`src/rtl/mem_port_arbiter_pkg.sv`:
```
// rtl/mem_port_arbiter_pkg.sv - shared states, requester ids and default widths for the memory port arbiter
package mem_port_arbiter_pkg;

    localparam int DEF_AW      = 32;
    localparam int DEF_DW      = 32;
    localparam int DEF_TIMEOUT = 16;

    typedef enum logic [1:0] {
        ST_IDLE = 2'd0,
        ST_BUSY = 2'd1,
        ST_RESP = 2'd2
    } state_t;

    typedef enum logic {
        REQ_IF = 1'b0,
        REQ_DM = 1'b1
    } req_id_t;

    // Counter width able to reach TIMEOUT-1; still one bit when TIMEOUT is 0 or 1.
    function automatic int timer_width(input int timeout);
        return $clog2(timeout) + 1;
    endfunction

endpackage

```
`src/rtl/mem_port_arbiter_timer.sv`:
```
// rtl/mem_port_arbiter_timer.sv - busy-cycle timeout counter with clear, enable and expired flag
module mem_arb_timer
    import mem_port_arbiter_pkg::*;
#(
    parameter int TIMEOUT = DEF_TIMEOUT
) (
    input  logic clk,
    input  logic rst_n,
    input  logic clr,
    input  logic en,
    output logic expired
);

    localparam int CW = timer_width(TIMEOUT);

    logic [CW-1:0] cnt;

    // Clear loads zero on entry to BUSY; enable advances once per busy cycle.
    always_ff @(posedge clk or negedge rst_n) begin
        if (!rst_n) begin
            cnt <= '0;
        end else if (clr) begin
            cnt <= '0;
        end else if (en) begin
            cnt <= cnt + 1'b1;
        end
    end

    generate
        if (TIMEOUT == 0) begin : g_no_timeout
            // A zero timeout means wait for the memory forever.
            assign expired = 1'b0;
        end else begin : g_timeout
            localparam logic [CW-1:0] LIMIT = CW'(TIMEOUT - 1);
            assign expired = (cnt == LIMIT);
        end
    endgenerate

endmodule

```
`src/rtl/mem_port_arbiter.sv`:
```
// rtl/mem_port_arbiter.sv - IF/DM arbiter for one single-port memory; MEM_ARB_RR_EN selects round-robin
module mem_port_arbiter
    import mem_port_arbiter_pkg::*;
#(
    parameter int AW      = DEF_AW,
    parameter int DW      = DEF_DW,
    parameter int TIMEOUT = DEF_TIMEOUT
) (
    input  logic          clk,
    input  logic          rst_n,
    input  logic          if_req,
    input  logic [AW-1:0] if_addr,
    output logic [DW-1:0] if_rdata,
    output logic          if_ack,
    input  logic          dm_req,
    input  logic          dm_we,
    input  logic [AW-1:0] dm_addr,
    input  logic [DW-1:0] dm_wdata,
    output logic [DW-1:0] dm_rdata,
    output logic          dm_ack,
    output logic          mem_req,
    output logic          mem_we,
    output logic [AW-1:0] mem_addr,
    output logic [DW-1:0] mem_wdata,
    input  logic [DW-1:0] mem_rdata,
    input  logic          mem_ready,
    output logic          err,
    output logic          stall
);

    state_t  state;
    state_t  state_nxt;
    req_id_t owner;
    logic    grant_dm;
    logic    start;
    logic    done;
    logic    timed_out;
    logic    tmr_expired;

`ifdef MEM_ARB_RR_EN
    req_id_t rr_last;

    // On a tie the requester that was not granted last time wins.
    always_comb begin
        grant_dm = dm_req;
        if (if_req && dm_req) begin
            grant_dm = (rr_last == REQ_IF);
        end
    end

    // Remember the most recent grant so the other side wins the next tie.
    always_ff @(posedge clk or negedge rst_n) begin
        if (!rst_n) begin
            rr_last <= REQ_IF;
        end else if (start) begin
            rr_last <= grant_dm ? REQ_DM : REQ_IF;
        end
    end
`else
    // DM belongs to the older instruction, so it always wins over IF.
    assign grant_dm = dm_req;
`endif

    // Timeout counter runs only while an access is outstanding.
    mem_arb_timer #(
        .TIMEOUT (TIMEOUT)
    ) u_timer (
        .clk     (clk),
        .rst_n   (rst_n),
        .clr     (start),
        .en      (state == ST_BUSY),
        .expired (tmr_expired)
    );

    // State register; reset drops any in-flight access.
    always_ff @(posedge clk or negedge rst_n) begin
        if (!rst_n) begin
            state <= ST_IDLE;
        end else begin
            state <= state_nxt;
        end
    end

    // Next state plus the start/done strobes that steer the output registers.
    always_comb begin
        state_nxt = state;
        start     = 1'b0;
        done      = 1'b0;
        timed_out = 1'b0;
        case (state)
            ST_IDLE: begin
                if (if_req || dm_req) begin
                    start     = 1'b1;
                    state_nxt = ST_BUSY;
                end
            end
            ST_BUSY: begin
                if (mem_ready || tmr_expired) begin
                    done      = 1'b1;
                    timed_out = !mem_ready;
                    state_nxt = ST_RESP;
                end
            end
            ST_RESP: begin
                state_nxt = ST_IDLE;
            end
            default: begin
                state_nxt = ST_IDLE;
            end
        endcase
    end

    // Memory bus: latched at grant, held through BUSY, request dropped on completion.
    always_ff @(posedge clk or negedge rst_n) begin
        if (!rst_n) begin
            mem_req   <= 1'b0;
            mem_we    <= 1'b0;
            mem_addr  <= '0;
            mem_wdata <= '0;
            owner     <= REQ_IF;
        end else if (start) begin
            mem_req   <= 1'b1;
            mem_we    <= grant_dm ? dm_we : 1'b0;
            mem_addr  <= grant_dm ? dm_addr : if_addr;
            mem_wdata <= grant_dm ? dm_wdata : '0;
            owner     <= grant_dm ? REQ_DM : REQ_IF;
        end else if (done) begin
            mem_req   <= 1'b0;
        end
    end

    // Acks and err are single-cycle pulses in the cycle after completion.
    always_ff @(posedge clk or negedge rst_n) begin
        if (!rst_n) begin
            if_ack <= 1'b0;
            dm_ack <= 1'b0;
            err    <= 1'b0;
        end else begin
            if_ack <= done && (owner == REQ_IF);
            dm_ack <= done && (owner == REQ_DM);
            err    <= done && timed_out;
        end
    end

    // Read data goes to the owner; writes and timed-out accesses return zero.
    always_ff @(posedge clk or negedge rst_n) begin
        if (!rst_n) begin
            if_rdata <= '0;
            dm_rdata <= '0;
        end else if (done) begin
            if (owner == REQ_DM) begin
                dm_rdata <= (mem_we || timed_out) ? '0 : mem_rdata;
            end else begin
                if_rdata <= timed_out ? '0 : mem_rdata;
            end
        end
    end

    assign stall = (if_req && !if_ack) || (dm_req && !dm_ack);

endmodule
```
`config.mk`:
```
export PLATFORM = sky130hd
export DESIGN_NAME = mem_port_arbiter
export DESIGN_NICKNAME = d
export VERILOG_FILES = /design/src/rtl/mem_port_arbiter_pkg.sv /design/src/rtl/mem_port_arbiter_timer.sv /design/src/rtl/mem_port_arbiter.sv
export SDC_FILE = /design/constraint.sdc
export NUM_CORES = 1
export LEC_CHECK = 0
export CORE_MARGIN = 2
export CORE_UTILIZATION = 46
export DETAILED_ROUTE_END_ITERATION = 10
export PLACE_DENSITY = 0.92
export SLEW_MARGIN = 10
export SYNTH_ARGS = -nofsm -noshare
export SYNTH_HDL_FRONTEND = slang
export SYNTH_SLANG_ARGS = --single-unit
```
`constraint.sdc`:
```
create_clock -name clk -period 5.5 [get_ports clk]
set_clock_uncertainty 0.15 [all_clocks]
set_input_delay 0.55 -clock clk [delete_from_list [all_inputs] [get_ports clk]]
set_output_delay 0.55 -clock clk [all_outputs]
set_load 0.02 [all_outputs]
```
==> results of run 1 <==
-- worst paths after layout --
kind,slack [ns],cells past startpoint,to
max,2.74,5,stall
min,0.08,1,if_rdata[1]
max reg2reg,2.83,3,dm_rdata[22]
min reg2reg,0.36,1,mem_wdata[0]
max in group asynchronous,4.01,2,mem_addr[9]
min in group clk,0.36,1,mem_wdata[0]
-- critical path, cell delays in order --
cell             delay, ns
buf_2                 0.11
buf_4                 0.45
inv_1                 0.13
o22ai_1               0.15
clkdlybuf4s50_1       0.64
-- state kept, by name, summed over array words and instances (netlist names) --
register / cells
dm_rdata: 32
mem_wdata: 32
dm_ack: 1
owner: 1
err: 1
mem_we: 1
if_ack: 1
mem_req: 1
if_rdata: 32
state: 2
mem_addr: 32
u_timer.cnt: 5
-- cells in the final DEF (no fill, tap or decap), drive strengths merged, types with 22 or more instances in the layout --
| master | n |
|---|---|
| clkdlybuf4s50 | 265 |
| dfrtp | 141 |
| o21ai | 101 |
| inv | 35 |
| a22o | 33 |
| mux2i | 32 |
| nand4b | 32 |
| nor3b | 32 |
| mux2 | 32 |
| clkbuf | 22 |
-- power by group --
group	switching [mW]	internal (mW)	total, mW
Clock	0.421	0.772	1.19
Combinational	1.32	1.24	2.56
Sequential	0.300	1.51	1.81
-- area by class of cell --
cell class              instances  area (µm²)  share of cell area
clock buffers                  22         494              0.0522
clock inverters                10         135              0.0143
inverters                      35         131              0.0139
multi-input cells             293        2210               0.234
flip-flops and latches        141        3530               0.373
well taps                     172         215              0.0227
repair buffers                277        2740               0.290
-- cell families (layout without fill, tap and decap cells) --
kind of cell             Yosys count  after routing
AND/OR/NAND/NOR                   86             86
AO/OA/AOI/OAI                    141            141
adder cells (fa/ha/maj)            2              2
flip-flops                       141            141
multiplexers                      64             64
buffers and inverters             84            344
-- layer usage --
metal,share of wire,global-route usage,vias up
li1,-,-,2342
met1,0.40,0.298,2555
met2,0.52,0.438,210
met3,0.056,0.0733,33
met4,0.023,0.0893,0
met5,0,0,-
-- synthesized netlist by cell type (2+ instances only) --
| master | count |
|---|---|
| a21oi_1 | 2 |
| dfrtp_1 | 141 |
| nand2_1 | 4 |
| nand2b_1 | 3 |
| nor3b_1 | 32 |
| or2_1 | 2 |
| o21ai_0 | 94 |
| ha_1 | 2 |
| a22o_1 | 33 |
| o22ai_1 | 2 |
| inv_1 | 35 |
| and3_1 | 2 |
| buf_2 | 14 |
| nand4b_1 | 32 |
| o21ai_1 | 7 |
| buf_6 | 4 |
| clkbuf_1 | 30 |
| mux2i_1 | 32 |
| nor2_1 | 5 |
| mux2_2 | 32 |
==> impl_metrics.py, run 1 <==
metrics = {
    "floorplan": {
        "fp.coreArea_um2": 12800,
        "dieArea_um2": 14100,
        "die_h_um": 119,
        "die_w_um": 119,
        "initial_utilization": 0.476,
        "ioPinCount": 268,
        "rows": 41,
    },
    "logic_synthesis": {
        "yosysTopAreaCellShare": 0.581,
        "avgSynthCellArea_um2": 11.7,
        "yosysSeqAreaShare": 0.581,
        "synthAdderAreaFrac": 0.00412,
        "synth_top_family_by_area": "compound AO/OA/AOI/OAI gates",
        "synth.ff_latch_count": 141,
        "post_synth_and_or_nand_nor_area_fraction": 0.105,
        "yosysTopAreaCell": "dfrtp_1",
        "netlist_instances": 518,
        "synth_area_um2": 6070,
        "synth.distinct_cells": 30,
        "ys.flop_type": "dfrtp_1",
        "synth_warnings": 0,
        "synthMuxAreaShare": 0.112,
        "synthTopCellsByArea": "dfrtp_1 (58%), o21ai_0 (7.7%), mux2_2 (5.9%)",
        "async_flop_share": 1.00,
        "synth-edff-count": 0,
        "synth_compound_area_frac": 0.138,
        "synth_xor_area_frac": 0,
        "synth_nets": 654,
    },
    "routing": {
        "vias": 5140,
        "wl_per_cell_um": 18.5,
        "drcViolationCount": 0,
        "ant_nets": 0,
        "drt_iter0_drc": 434,
        "via_per_inst": 5.41,
        "drt-pass1-iter-count": 5,
        "wl_mm": 17.6,
    },
    "timing": {
        "post-route-period-util": 0.501,
        "fmax_mhz": 363,
        "worst_pin_slew_ns": 1.12,
        "relSlewSlack": 0.255,
        "final_hold_viol_count": 0,
        "worst_slack_ns": 2.74,
        "maxSlewViolCount": 0,
        "fin_crit_ns": 2.76,
        "setup_viol": 0,
        "rsz0062_at_grt": "no",
        "fin_tns_setup_ns": 0,
        "fin_hold_ws_ns": 0.0765,
    },
    "setup_path": {
        "start_kind": "primary input",
        "timing.rr.start": "owner",
        "critPathKind": "primary input to primary output",
        "cp_max_fo": 33,
        "critPathLaunch": "dm_req",
        "worst_ep_arrival_time_ns": 2.06,
        "required_ns": 4.80,
        "critical_path.endpoint_type": "primary output",
    },
    "placement": {
        "portBuffers": 267,
        "gp_congestion": 0.826,
        "dpl_worst_slack_ns": 1.93,
        "dp_hpwl_mm": 12.0,
        "dpl_cell_area_um2": 8830,
        "dp_cells": 918,
    },
    "cells_and_area": {
        "nFillCells": 812,
        "fin_area_um2": 9460,
        "fin_nets": 901,
        "drive_above_1_share": 0.105,
        "stdcell_count": 950,
        "n_antenna_cell": 0,
        "syn2layout_area_growth_pct": 55.8,
        "final_util": 0.741,
    },
    "global_routing": {
        "grt_overflow": 0,
        "antenna_found_initial": 0,
        "grt_pass1_wl_mm": 28.3,
        "grt_max_degree": 101,
        "grt_pass1_vias": 5403,
        "grtUsageTotal": 0.252,
    },
    "run": {
        "max-cap-violations": 0,
    },
    "clocking": {
        "holdBufCountCts": 0,
        "cts-root-buf": "clkbuf_16",
        "clock_sinks": 141,
        "htreeDepth": 4,
        "path_clk_slew_ns": 0.06,
        "post_cts_resized": 0,
        "clock_latency_ns": 0.40,
        "cts_made_buffers": 17,
        "post-cts-setup-buffers": 0,
        "clock_path_buffers": 2,
        "cts_tree": "done",
    },
    "power": {
        "ir_drop_mv": 0.349,
        "powerDensity_nw_per_um2": 588,
        "total_power_mw": 5.56,
        "leakagePower_nw": 4.05,
    },
    "run_status": {
        "status": "completed",
    },
    "hold_path": {
        "timing.hold.worst.class": "primary input to async pin",
    },
}
No activity file was read; power rests on OpenSTA's default activity.
==> inputs of run 2 (changes only) <==
--- a/config.mk
+++ b/config.mk
@@ -6,9 +6,9 @@
 export NUM_CORES = 1
 export LEC_CHECK = 0
 export CORE_MARGIN = 2
-export CORE_UTILIZATION = 46
+export CORE_UTILIZATION = 38
 export DETAILED_ROUTE_END_ITERATION = 10
-export PLACE_DENSITY = 0.92
+export PLACE_DENSITY = 0.82
 export SLEW_MARGIN = 10
 export SYNTH_ARGS = -nofsm -noshare
 export SYNTH_HDL_FRONTEND = slang
==> constraint.sdc (replaced) <==
create_clock -name clk -period 2.49 [get_ports clk]
set_clock_uncertainty 0.15 [all_clocks]
set_input_delay 0.249 -clock clk [delete_from_list [all_inputs] [get_ports clk]]
set_output_delay 0.249 -clock clk [all_outputs]
set_load 0.02 [all_outputs]
==> run 2 against run 1 <==
Net effect:
- flip-flop and latch count unchanged
- global-route usage decreased by 4.6 points
- register-to-register slack got worse by 2.6 ns
- critical path depth increased by 1
- critical path type is now register to register
- critical endpoint is now dm_rdata[21]
==> impl_metrics.py, run 2 (same netlist as run 1, synthesis figures left out) <==
metrics = {
    "clocking": {
        "clock_path_buffers": 2,
        "cts-root-buf": "clkbuf_16",
        "post-cts-setup-buffers": 0,
        "htreeDepth": 4,
        "cts_made_buffers": 17,
        "cts_tree": "done",
        "clock_sinks": 141,
        "clock_latency_ns": 0.41,
        "path_clk_slew_ns": 0.06,
    },
    "floorplan": {
        "initial_utilization": 0.385,
        "rows": 46,
        "die_w_um": 130,
        "die_h_um": 130,
        "dieArea_um2": 17000,
        "fp.coreArea_um2": 15800,
        "ioPinCount": 268,
    },
    "cells_and_area": {
        "fin_nets": 907,
        "final_common_cell": "clkdlybuf4s50_1",
        "nFillCells": 1321,
        "final_util": 0.608,
        "drive_above_1_share": 0.110,
        "regArea_um2": 3530,
        "stdcell_count": 1000,
        "n_antenna_cell": 0,
        "multiInputGateArea_um2": 2220,
        "layout.cells.most_common_list": "clkdlybuf4s50_1 (265), dfrtp_1 (141), o21ai_0 (94), inv_1 (35), a22o_1 (33)",
        "syn2layout_area_growth_pct": 57.8,
    },
    "routing": {
        "vias": 5113,
        "via_per_inst": 5.11,
        "drt_iter0_drc": 193,
        "wl_per_cell_um": 17.6,
        "drcViolationCount": 0,
        "ant_nets": 0,
        "wl_mm": 17.6,
        "drt-pass1-iter-count": 4,
    },
    "placement": {
        "gp_congestion": 0.814,
        "dpl_worst_slack_ns": 0.0259,
        "portBuffers": 267,
        "dp_hpwl_mm": 12.1,
        "dp_cells": 967,
    },
    "setup_path": {
        "worst_ep_arrival_time_ns": 2.35,
        "cp_max_fo": 33,
        "rr_endpoint": "dm_rdata[21]",
        "critical_path.endpoint_type": "register",
        "path_common_cell": "ha_1",
        "slowest_stage": "and3_4",
        "max_stage_delay_ns": 0.50,
        "required_ns": 2.63,
        "crit_chain": "ha_1 -> and3_1 -> ha_1 -> or2_0 -> and3_4 -> mux2_2",
        "reg2reg_depth": 6,
        "critPathKind": "register to register",
        "start_kind": "register",
        "critical-path-top-delay-family": "simple AND/OR/NAND/NOR gates",
        "rrSetupSlack_ns": 0.28,
        "timing.rr.start": "u_timer.cnt[0]",
        "crit_buf_inv": 0,
    },
    "run": {
        "max-cap-violations": 0,
    },
    "timing": {
        "rsz0062_at_grt": "no",
        "fin_crit_ns": 2.21,
        "fin_tns_setup_ns": 0,
        "worst_slack_ns": 0.276,
        "final_hold_viol_count": 0,
        "setup_viol": 0,
        "fmax_mhz": 452,
        "maxSlewViolCount": 0,
        "post-route-period-util": 0.889,
        "relSlewSlack": 0.642,
        "worst_pin_slew_ns": 0.537,
    },
    "power": {
        "powerDensity_nw_per_um2": 1280,
        "ir_drop_mv": 0.692,
        "leakagePower_nw": 4.08,
    },
    "global_routing": {
        "grtUsageTotal": 0.206,
        "grt_pass1_vias": 5171,
        "grt_pass1_wl_mm": 27.0,
        "grt_max_degree": 66,
        "grt_overflow": 0,
        "antenna_found_initial": 0,
    },
    "run_status": {
        "status": "completed",
    },
    "hold_path": {
        "timing.hold.worst.class": "primary input to async pin",
    },
}
[run 2: cell count changes in the layout (fill, tap and decap cells not counted), sizes merged]
cell	change
buf	+5
clkinv	-2
inv	+2
dlygate4sd3	+1
[run 2: metal layers]
layer / vias up / wire [µm] / global-route usage
met5: - / 0 / 0
met4: 0 / 408 / 0.0776
met3: 33 / 1300 / 0.0542
met2: 202 / 8740 / 0.351
met1: 2521 / 7120 / 0.254
li1: 2357 / - / -
[run 2: what timing repair did]
item / CTS / global route
setup endpoints to repair: 0 / 32
hold buffers: 1 / 0
hold endpoints to repair: 52 / 0
gates resized for setup: 0 / 1
[run 2: worst max-delay path by stage]
stage	end	cells past startpoint	slack, ns	start
after floorplan	dm_rdata[0]	8	0.29	u_timer.cnt[0]
after global placement	dm_rdata[16]	6	0.07	u_timer.cnt[0]
after detailed placement	dm_rdata[18]	6	0.03	u_timer.cnt[0]
after CTS	dm_rdata[7]	6	0.02	u_timer.cnt[0]
after global routing	dm_rdata[21]	6	0.08	u_timer.cnt[0]
final	dm_rdata[21]	6	0.28	u_timer.cnt[0]
[run 2: layout make-up]
| type | count | share of cell area |
|---|---|---|
| Multi-Input combinational cell | 293 | 0.231 |
| Tap cell | 216 | 0.0282 |
| Inverter | 35 | 0.0137 |
| Sequential cell | 141 | 0.368 |
| Clock buffer | 22 | 0.0495 |
| Clock inverter | 10 | 0.0141 |
| Timing Repair Buffer | 283 | 0.295 |
[run 2: stage by stage]
step | hold slack, ns | total power, mW | cell area (µm²)
2_1_floorplan | -0.197 | 6.85 | 6070
3_3_place_gp | 0.0892 | 9.55 | 8960
3_5_place_dp | 0.0903 | 9.69 | 8960
4_1_cts | 0.237 | 12.4 | 9580
5_1_grt | 0.275 | 12.9 | 9580
6_report | 0.232 | 12.2 | 9580
[run 2: worst reg2reg max path: stages, from the launching register on]
cell and delay (ns):
dfrtp_1 0.38, ha_1 0.19, and3_1 0.16, ha_1 0.17
or2_0 0.14, and3_4 0.50, mux2_2 0.41
[run 2: power breakdown]
group	leakage (nW)	switching (mW)	internal [mW]	total [mW]
clock	0.301	0.942	1.66	2.60
combinational	2.01	2.97	2.77	5.75
sequential	1.76	0.554	3.33	3.88
total	4.08	4.47	7.75	12.2
